<file path="src/rtl/booth_dot_accumulator_pkg.sv">
// Shared definitions for the booth dot-product accumulator: sizing helpers,
// saturation constants and the layout of one buffered result entry.
package booth_dot_accumulator_pkg;

  // Width of the constant words returned by the saturation helpers; callers
  // keep the low ACC_W bits.
  localparam int SAT_CONST_W = 64;

  // Control FSM: IDLE while no product of the current dot product has been
  // taken, ACCUM while a partial sum is in flight.
  typedef enum logic {
    ST_IDLE  = 1'b0,
    ST_ACCUM = 1'b1
  } acc_state_e;

  // Ceiling log2; clog2(1) = 0.
  function automatic int clog2(input int value);
    int r;
    r = 0;
    while ((32'sd1 <<< r) < value) begin
      r = r + 1;
    end
    return r;
  endfunction

  // Largest positive two's complement value of acc_w bits (0 then ones).
  function automatic logic [SAT_CONST_W-1:0] sat_max(input int acc_w);
    return (64'd1 << (acc_w - 1)) - 64'd1;
  endfunction

  // Most negative two's complement value of acc_w bits (1 then zeros).
  function automatic logic [SAT_CONST_W-1:0] sat_min(input int acc_w);
    return 64'd1 << (acc_w - 1);
  endfunction

  // FIFO entry layout is {sat, data}: data in [acc_w-1:0], sat flag on top.
  function automatic int entry_w(input int acc_w);
    return acc_w + 1;
  endfunction

  function automatic int entry_sat_bit(input int acc_w);
    return acc_w;
  endfunction

endpackage

</file>
<file path="src/rtl/booth_dot_accumulator_if.sv">
// Product stream in, dot-product result stream out, plus status.
// The accumulator takes the slave view; the driver/consumer takes master.
interface booth_dot_accumulator_if
  import booth_dot_accumulator_pkg::*;
#(
  parameter int N     = 8,
  parameter int K     = 4,
  parameter int ACC_W = 18
);
  localparam int TC_W = clog2(K) + 1;

  logic              prod_valid;
  logic [2*N-1:0]    prod_data;
  logic              clear;
  logic              acc_valid;
  logic              acc_ready;
  logic [ACC_W-1:0]  acc_data;
  logic              acc_sat;
  logic [TC_W-1:0]   term_cnt;
  logic              err_drop;

  modport slave (
    input  prod_valid, prod_data, clear, acc_ready,
    output acc_valid, acc_data, acc_sat, term_cnt, err_drop
  );

  modport master (
    output prod_valid, prod_data, clear, acc_ready,
    input  acc_valid, acc_data, acc_sat, term_cnt, err_drop
  );
endinterface

</file>
<file path="src/rtl/booth_result_fifo.sv">
// Two-entry synchronous FIFO for completed dot-product results.
// A push into a full FIFO is taken only when a pop happens in the same cycle;
// a pop from an empty FIFO is ignored.
module booth_result_fifo #(
  parameter int W = 19
) (
  input  logic         clk,
  input  logic         rst,
  input  logic         push_i,
  input  logic [W-1:0] data_i,
  input  logic         pop_i,
  output logic [W-1:0] data_o,
  output logic         full_o,
  output logic         empty_o
);
  logic [W-1:0] mem_q [2];
  logic [W-1:0] mem_d [2];
  logic         wr_ptr_q, wr_ptr_d;
  logic         rd_ptr_q, rd_ptr_d;
  logic [1:0]   count_q, count_d;
  logic         do_push_s, do_pop_s;

  assign full_o    = (count_q == 2'd2);
  assign empty_o   = (count_q == 2'd0);
  assign do_pop_s  = pop_i & ~empty_o;
  assign do_push_s = push_i & (~full_o | do_pop_s);
  assign data_o    = mem_q[rd_ptr_q];

  // Next-state for storage, pointers and occupancy.
  always_comb begin
    mem_d    = mem_q;
    wr_ptr_d = wr_ptr_q;
    rd_ptr_d = rd_ptr_q;
    count_d  = count_q;
    if (do_push_s) begin
      mem_d[wr_ptr_q] = data_i;
      wr_ptr_d        = ~wr_ptr_q;
    end else begin
      wr_ptr_d = wr_ptr_q;
    end
    if (do_pop_s) begin
      rd_ptr_d = ~rd_ptr_q;
    end else begin
      rd_ptr_d = rd_ptr_q;
    end
    case ({do_push_s, do_pop_s})
      2'b10:   count_d = count_q + 2'd1;
      2'b01:   count_d = count_q - 2'd1;
      default: count_d = count_q;
    endcase
  end

  // FIFO state registers.
  always_ff @(posedge clk or posedge rst) begin
    if (rst) begin
      mem_q[0] <= '0;
      mem_q[1] <= '0;
      wr_ptr_q <= 1'b0;
      rd_ptr_q <= 1'b0;
      count_q  <= 2'd0;
    end else begin
      mem_q    <= mem_d;
      wr_ptr_q <= wr_ptr_d;
      rd_ptr_q <= rd_ptr_d;
      count_q  <= count_d;
    end
  end

endmodule

</file>
<file path="src/rtl/booth_dot_accumulator.sv">
// Sums K consecutive signed products from the booth multiplier into one
// saturating dot product and queues finished results in a 2-deep FIFO.
// The multiplier cannot stall, so a result meeting a full FIFO is dropped
// and the sticky err_drop flag is raised.
module booth_dot_accumulator
  import booth_dot_accumulator_pkg::*;
#(
  parameter int N     = 8,
  parameter int K     = 4,
  parameter int ACC_W = 18
) (
  input logic                    clk,
  input logic                    rst,
  booth_dot_accumulator_if.slave bus
);
  localparam int TC_W    = clog2(K) + 1;
  localparam int EW      = entry_w(ACC_W);
  localparam int SAT_BIT = entry_sat_bit(ACC_W);
  localparam logic [SAT_CONST_W-1:0] SAT_MAX_WIDE = sat_max(ACC_W);
  localparam logic [SAT_CONST_W-1:0] SAT_MIN_WIDE = sat_min(ACC_W);
  localparam logic [ACC_W-1:0] SAT_MAX   = SAT_MAX_WIDE[ACC_W-1:0];
  localparam logic [ACC_W-1:0] SAT_MIN   = SAT_MIN_WIDE[ACC_W-1:0];
  localparam logic [TC_W-1:0]  LAST_TERM = TC_W'(K - 1);

  acc_state_e        state_q, state_d;
  logic [ACC_W-1:0]  acc_q, acc_d;
  logic [TC_W-1:0]   term_cnt_q, term_cnt_d;
  logic              sat_run_q, sat_run_d;
  logic              err_drop_q, err_drop_d;

  logic [ACC_W:0]    prod_x_s;
  logic [ACC_W:0]    sum_s;
  logic              ovf_s;
  logic [ACC_W-1:0]  sat_sum_s;
  logic              accept_s, complete_s;
  logic              fifo_full_s, fifo_empty_s;
  logic              push_s, pop_s, drop_s;
  logic [EW-1:0]     push_entry_s, head_entry_s;

  // ACC_W >= 2*N, so at least one sign bit is replicated here.
  assign prod_x_s = {{(ACC_W + 1 - 2*N){bus.prod_data[2*N-1]}}, bus.prod_data};

  // Saturating add: overflow shows as the two top bits of the wide sum disagreeing.
  always_comb begin
    sum_s = {acc_q[ACC_W-1], acc_q} + prod_x_s;
    ovf_s = sum_s[ACC_W] ^ sum_s[ACC_W-1];
    if (ovf_s) begin
      if (sum_s[ACC_W]) begin
        sat_sum_s = SAT_MIN;
      end else begin
        sat_sum_s = SAT_MAX;
      end
    end else begin
      sat_sum_s = sum_s[ACC_W-1:0];
    end
  end

  // clear beats a simultaneous product, which is then discarded.
  assign accept_s     = bus.prod_valid & ~bus.clear;
  assign complete_s   = accept_s & (term_cnt_q == LAST_TERM);
  assign pop_s        = bus.acc_ready & ~fifo_empty_s;
  assign push_s       = complete_s & (~fifo_full_s | pop_s);
  assign drop_s       = complete_s & fifo_full_s & ~pop_s;
  assign push_entry_s = {sat_run_q | ovf_s, sat_sum_s};

  // FSM next state plus accumulator, term counter, saturation and drop flags.
  always_comb begin
    state_d    = state_q;
    acc_d      = acc_q;
    term_cnt_d = term_cnt_q;
    sat_run_d  = sat_run_q;
    err_drop_d = err_drop_q | drop_s;

    case (state_q)
      ST_IDLE: begin
        if (accept_s && !complete_s) begin
          state_d = ST_ACCUM;
        end else begin
          state_d = ST_IDLE;
        end
      end
      ST_ACCUM: begin
        if (bus.clear || complete_s) begin
          state_d = ST_IDLE;
        end else begin
          state_d = ST_ACCUM;
        end
      end
      default: state_d = ST_IDLE;
    endcase

    if (bus.clear || complete_s) begin
      acc_d      = '0;
      term_cnt_d = '0;
      sat_run_d  = 1'b0;
    end else if (accept_s) begin
      acc_d      = sat_sum_s;
      term_cnt_d = term_cnt_q + TC_W'(1);
      sat_run_d  = sat_run_q | ovf_s;
    end else begin
      acc_d      = acc_q;
      term_cnt_d = term_cnt_q;
      sat_run_d  = sat_run_q;
    end
  end

  // Accumulator and control registers.
  always_ff @(posedge clk or posedge rst) begin
    if (rst) begin
      state_q    <= ST_IDLE;
      acc_q      <= '0;
      term_cnt_q <= '0;
      sat_run_q  <= 1'b0;
      err_drop_q <= 1'b0;
    end else begin
      state_q    <= state_d;
      acc_q      <= acc_d;
      term_cnt_q <= term_cnt_d;
      sat_run_q  <= sat_run_d;
      err_drop_q <= err_drop_d;
    end
  end

  booth_result_fifo #(
    .W (EW)
  ) u_fifo (
    .clk     (clk),
    .rst     (rst),
    .push_i  (push_s),
    .data_i  (push_entry_s),
    .pop_i   (pop_s),
    .data_o  (head_entry_s),
    .full_o  (fifo_full_s),
    .empty_o (fifo_empty_s)
  );

  assign bus.acc_valid = ~fifo_empty_s;
  assign bus.acc_data  = head_entry_s[ACC_W-1:0];
  assign bus.acc_sat   = head_entry_s[SAT_BIT];
  assign bus.term_cnt  = term_cnt_q;
  assign bus.err_drop  = err_drop_q;

endmodule

</file>
<file path="src/flat_wrapper.sv">
// flat-port wrapper written by rule: the top's interface ports become plain ports
module booth_dot_accumulator_flat import booth_dot_accumulator_pkg::*;
#(
  parameter int N     = 8,
  parameter int K     = 4,
  parameter int ACC_W = 18
)
  (clk, rst, bus_prod_valid, bus_prod_data, bus_clear, bus_acc_ready, bus_acc_valid, bus_acc_data, bus_acc_sat, bus_term_cnt, bus_err_drop);
  booth_dot_accumulator_if #(.N(N), .K(K), .ACC_W(ACC_W)) bus_i ();
  input logic clk;
  input logic rst;
  input wire logic [$bits(bus_i.prod_valid)-1:0] bus_prod_valid;
  input wire logic [$bits(bus_i.prod_data)-1:0] bus_prod_data;
  input wire logic [$bits(bus_i.clear)-1:0] bus_clear;
  input wire logic [$bits(bus_i.acc_ready)-1:0] bus_acc_ready;
  output wire logic [$bits(bus_i.acc_valid)-1:0] bus_acc_valid;
  output wire logic [$bits(bus_i.acc_data)-1:0] bus_acc_data;
  output wire logic [$bits(bus_i.acc_sat)-1:0] bus_acc_sat;
  output wire logic [$bits(bus_i.term_cnt)-1:0] bus_term_cnt;
  output wire logic [$bits(bus_i.err_drop)-1:0] bus_err_drop;
  assign bus_i.prod_valid = bus_prod_valid;
  assign bus_i.prod_data = bus_prod_data;
  assign bus_i.clear = bus_clear;
  assign bus_i.acc_ready = bus_acc_ready;
  assign bus_acc_valid = bus_i.acc_valid;
  assign bus_acc_data = bus_i.acc_data;
  assign bus_acc_sat = bus_i.acc_sat;
  assign bus_term_cnt = bus_i.term_cnt;
  assign bus_err_drop = bus_i.err_drop;
  booth_dot_accumulator #(.N(N), .K(K), .ACC_W(ACC_W)) u_core (.clk(clk), .rst(rst), .bus(bus_i));
endmodule
</file>
<file path="config.mk">
export PLATFORM = sky130hd
export DESIGN_NAME = booth_dot_accumulator_flat
export DESIGN_NICKNAME = d
export VERILOG_FILES = /design/src/rtl/booth_dot_accumulator_pkg.sv /design/src/rtl/booth_dot_accumulator_if.sv /design/src/rtl/booth_result_fifo.sv /design/src/rtl/booth_dot_accumulator.sv /design/src/flat_wrapper.sv
export SDC_FILE = /design/constraint.sdc
export NUM_CORES = 1
export LEC_CHECK = 0
export CAP_MARGIN = 20
export CORE_UTILIZATION = 40
export CTS_BUF_LIST = sky130_fd_sc_hd__clkbuf_8 sky130_fd_sc_hd__clkbuf_16
export DETAILED_ROUTE_END_ITERATION = 8
export PLACE_DENSITY_LB_ADDON = 0.15
export SLEW_MARGIN = 20
export SYNTH_ARGS = -nofsm -noshare
export SYNTH_HDL_FRONTEND = slang
export SYNTH_SLANG_ARGS = --single-unit
export TNS_END_PERCENT = 1
</file>
<file path="constraint.sdc">
create_clock -name clk -period 4 [get_ports clk]
set_input_delay 0.8 -clock clk [delete_from_list [all_inputs] [get_ports clk]]
set_output_delay 0.8 -clock clk [all_outputs]
set_load 0.02 [all_outputs]
</file>
==> impl_metrics.ini <==
[floorplanning]
num_rows = 34
start_util_pct = 41.95
coreArea_um2 = 8891
die_y_um = 98.57
ioPinCount = 45
dieArea_um2 = 9715
die_w_um = 98.57

[hold_path]
hold_depth = 1
hp-class = reg2reg

[setup_path]
critical_path_class = in2reg
reg2reg_depth = 9
crit_path_start_kind = input port
worstPathRequired_ps = 4210
cp-end-kind = flip-flop
cp_data_arrival_time_ps = 3680
crit_fanout = 15

[route]
drc_errors = 0
wl_um = 9000
routed_via_density = 5.652
routedWlPerCell_um = 17.48
ant_nets = 0
firstDrtPassIters = 4
vias = 2911
drtIter0Drc = 209

[finish]
final_cell_mix = dfrtp_1, nand2_1, clkdlybuf4s50_1
fin_cells = 515
area_growth_pct = 20.60
drive_gt1_share_pct = 13.02
final_common_cell = dfrtp_1
nFillCells = 817
final_nets = 446
diodes = 0

[clock_tree]
cts_tree = yes
cts_inserted_buffers = 9
cts.repair.resized = 0
ctsHoldBuffers = 0
path_clk_slew_ps = 70
clkLatencyLatePin_ps = 340
clock_path_buffers = 2
postCtsSetupBuffers = 0
cts.root.buffer_cell = clkbuf_8
htreeDepth = 3
clock_sinks = 65

[power]
powerDensity_nw_per_um2 = 606.4
peakVddDrop_mv = 0.1857
p_leak_uw = 0.002044

[synthesis]
synth_flop_cell = dfrtp_1
synth_area_per_cell_um2 = 10.39
netlist_instances = 359
yosysWarnings = 0
synth_cell_type_count = 55
synth_area_um2 = 3730
synth_fp_nets = 402
synth_edf_count = 0
synth-seq-cells = 65
yosysSeqAreaShare_pct = 43.61
synthArstFlopShare_pct = 100.0

[grt]
antenna_found_initial = 0
grt_pass1_vias = 2738
grt_pass1_wl_um = 14720
grt_max_degree = 48
track_usage_pct = 19.97
overflow = 0

[sta]
finClkSkew_ps = 7.859
drv_slew = 0
period_needed_ps = 3468
max_freq_mhz = 288.3
tightest_slew_ps = 912.2
hold_ws_ps = 466.6
rsz0062_at_grt = false
setup_viol_count_final = 0
tns_ps = 0
post-route-period-util_pct = 86.71
hold_violations = 0
relSlewSlack_pct = 39.18

[flow_run]
cap_violations = 0

[placed_design]
dp.cells = 500
portBuffers = 44
gp_congestion = 0.8168
dp_hpwl_um = 6553

[outcome]
run_status = finished, final reports clean
==> power by group <==
part | internal [µW] | switching, µW | total, µW
clock | 397 | 245 | 641
sequential | 788 | 138 | 927
combinational | 511 | 649 | 1160
total | 1700 | 1030 | 2730
==> per-layer routing <==
layer  part of all wire [%]  track usage [%]
met5                      0                0
met4                    1.5            7.922
met3                    4.7            3.191
met2                     42            27.63
met1                     51            30.82
==> synth_stat cells, drive strengths merged, types with 2 or more instances <==
cell type / instances / share of area (%)
and3: 4 / 0.67
dfrtp: 65 / 44
ha: 21 / 7.0
nor2: 17 / 1.8
nand2: 47 / 4.7
o21ai: 30 / 4.1
a21o: 4 / 0.81
and2: 4 / 0.67
o31ai: 5 / 1.0
inv: 5 / 0.50
a211oi: 3 / 0.74
clkbuf: 10 / 1.0
nor3b: 2 / 0.40
xnor2: 10 / 2.3
a32o: 11 / 3.0
nand2b: 3 / 0.50
nand3: 5 / 0.81
buf: 7 / 1.2
a22o: 25 / 5.9
a21oi: 21 / 3.4
o21a: 3 / 0.60
nor3: 2 / 0.40
xor2: 10 / 2.3
o22ai: 2 / 0.70
nor2b: 5 / 0.84
mux2: 19 / 5.7
==> flip-flops by register name (all words and copies together), names as in the netlist <==
register,cells
u_core.u_fifo.rd_ptr_q,1
u_core.u_fifo.count_q,2
u_core.sat_run_q,1
u_core.u_fifo.mem_q,38
u_core.acc_q,18
u_core.bus.term_cnt,3
u_core.bus.err_drop,1
u_core.u_fifo.wr_ptr_q,1
==> worst max-delay path, stage by stage <==
cell and delay [ps]:
clkdlybuf4s50_1 430, ha_1 260, fa_1 410, a21o_1 210, a221o_1 400, a21oi_4 240
o22ai_4 150, a21o_1 380, o21ai_1 280, o21ai_0 130
==> final cells by class <==
class	instances	area (µm²)	area share, %
timing repair buffer	50	485.5	10.79
tap	108	135.1	3.004
clock inverter	3	63.81	1.419
clock buffer	12	165.2	3.672
multi-input combinational	272	2003	44.53
sequential	65	1627	36.16
inverter	5	18.77	0.4172
==> cell families after synthesis <==
| family | after synthesis | share of synthesized area (%) |
|---|---|---|
| AO/OA/AOI/OAI | 116 | 23.52 |
| XOR/XNOR | 20 | 4.696 |
| adder cells (fa/ha/maj) | 22 | 7.581 |
| buffers and inverters | 22 | 2.684 |
| flip-flops | 65 | 43.61 |
| multiplexers | 19 | 5.736 |
| AND/OR/NAND/NOR | 95 | 12.18 |
==> per-stage QoR <==
| step | util, % | power, µW | setup slack [ps] | cell area [µm²] |
|---|---|---|---|---|
| detailed placement | 48.02 | 2093 | 167.4 | 4269 |
| finish | 50.59 | 2727 | 531.5 | 4498 |
| CTS | 50.59 | 2739 | 528.0 | 4498 |
| global placement | 48.02 | 2083 | 209.3 | 4269 |
| global route | 50.59 | 2899 | 360.1 | 4498 |
| floorplan | - | 1738 | 931.8 | 3730 |
==> path summary, 6_finish.rpt <==
| check | startpoint | to | slack (ps) |
|---|---|---|---|
| min | u_core.bus.err_drop | u_core.bus.err_drop | 470 |
| max | bus_prod_data[0] | u_core.acc_q[0] | 530 |
| max in group asynchronous | rst | u_core.acc_q[3] | 2300 |
| max reg2reg | u_core.acc_q[0] | u_core.acc_q[0] | 1060 |
| min reg2reg | u_core.bus.err_drop | u_core.bus.err_drop | 470 |
| min in group asynchronous | rst | u_core.u_fifo.count_q[0] | 770 |
Note: power is estimated with default switching activity, not from simulation.
==> RTL edit, RTL diff (same settings) <==
Reset style: synchronous (`rst`), changed in 2 clocked blocks.
--- a/src/rtl/booth_result_fifo.sv
+++ b/src/rtl/booth_result_fifo.sv
@@ -52,5 +52,5 @@
 
   // FIFO state registers.
-  always_ff @(posedge clk or posedge rst) begin
+  always_ff @(posedge clk) begin
     if (rst) begin
       mem_q[0] <= '0;
--- a/src/rtl/booth_dot_accumulator.sv
+++ b/src/rtl/booth_dot_accumulator.sv
@@ -106,5 +106,5 @@
 
   // Accumulator and control registers.
-  always_ff @(posedge clk or posedge rst) begin
+  always_ff @(posedge clk) begin
     if (rst) begin
       state_q    <= ST_IDLE;
Formal check against the unedited RTL: differs if rst is asserted again (counterexample within 4 cycles, from zero or initial values and one cycle with rst high); with rst held inactive, the same outputs for 4 cycles.
==> RTL edit against the original RTL <==
  * The flow now finishes with violations (design-rule violations)
  * Routed wire length is 4.9% lower
  * Die area is 0.26% lower
  * Sequential share of layout area shrank 7.2 points
  * Design area shrank 0.25%
  * Sequential cell count stayed put
  * Global-route usage decreased by 1.5 points
  * Setup slack worse by 0.015 ns
  * Cell count is 11% higher
  * Critical path depth is the same
  * Area after synthesis down 0.27%
  * Count of clock-buffer cells in the layout fell by 2
  * Non-clock buffer count rose by 3
  * Critical path type unchanged
  * Highest routed layer unchanged
Power is not compared: it rests on default switching activity, and its combinational part moved more than twofold at a synthesized area within 25%.
==> RTL edit: results (changes against the original RTL) <==
mux contribution to synthesized area = 0.07736 (was 0.05736)
reg2reg setup slack = 1.13 ns (was 1.06 ns)
final-layout clock buffer total = 10 (was 12)
HP Start = u_core.bus.err_drop$_SDFF_PP0_ (was u_core.bus.err_drop$_DFF_PP0_)
clk_skew = 0.01061 ns (was 0.007859 ns)
first-pass GRT wire length = 14.15 mm (was 14.72 mm)
Fillers = 858 (was 817)
Syn Nets = 460 (was 402)
outcome = finished with violations (was complete, no violations)
Iter 0 DRT Violations = 94 (was 209)
Layout non-clock buf frac = 0.1121 (was 0.1079)
FF/Latch Area = 1301 um2 (was 1627 um2)
comb_multi_in = 315 (was 272)
crit path DAT = 3.73 ns (was 3.68 ns)
Critical R2R Launch = u_core.acc_q[0]$_SDFFE_PP0P_ (was u_core.acc_q[0]$_DFFE_PP0P_)
wl on met1 = 4.454 mm (was 4.617 mm)
Unique masters post-synth = 49 (was 55)
Max transition margin = 0.3608 (was 0.3918)
Non-clock inverters = 13 (was 5)
Seq/Total Area, Yosys = 0.3498 (was 0.4361)
DR WL met2 = 3.737 mm (was 3.824 mm)
DRT Pass-1 Iters = 8 (was 4)
met1 Use GR = 0.2562 (was 0.3082)
failing checks = design-rule violations
pin count of the biggest net entering global routing = 46 (was 48)
Remaining DRCs = 3 (was 0)
Crit Path Max Fanout = 5 (was 15)
met2 Use GR = 0.2893 (was 0.2763)
Multi-input gate area = 2271 um2 (was 2003 um2)
flip-flop and latch count = 65 (unchanged)
==> RTL edit: cell types whose count changed after synthesis, moves of 14 or more <==
cell,delta
dfrtp_1,-65
dfxtp_1,+65
nor2_1,+44
nand2_1,-30
a22o_1,-25
a211oi_1,+23
a21oi_1,+14
==> RTL edit: per-stage QoR <==
step / area (um2) / setup slack, ns / utilization / std cells / hold slack [ns]
after floorplan: 3720 / 0.8252 / - / 417 / 0.4544
after global placement: 4259 / 0.2000 / 0.4813 / 554 / 0.4680
after detailed placement: 4259 / 0.1665 / 0.4813 / 554 / 0.4673
after CTS: 4487 / 0.5110 / 0.5071 / 570 / 0.4973
after global routing: 4487 / 0.3557 / 0.5071 / 570 / 0.5175
final: 4487 / 0.5169 / 0.5071 / 570 / 0.4935
==> RTL edit: report_power, final <==
part	switching (uW)	total (uW)	internal (uW)
Sequential	4.70	659	654
Combinational	153	258	105
Clock	275	645	370
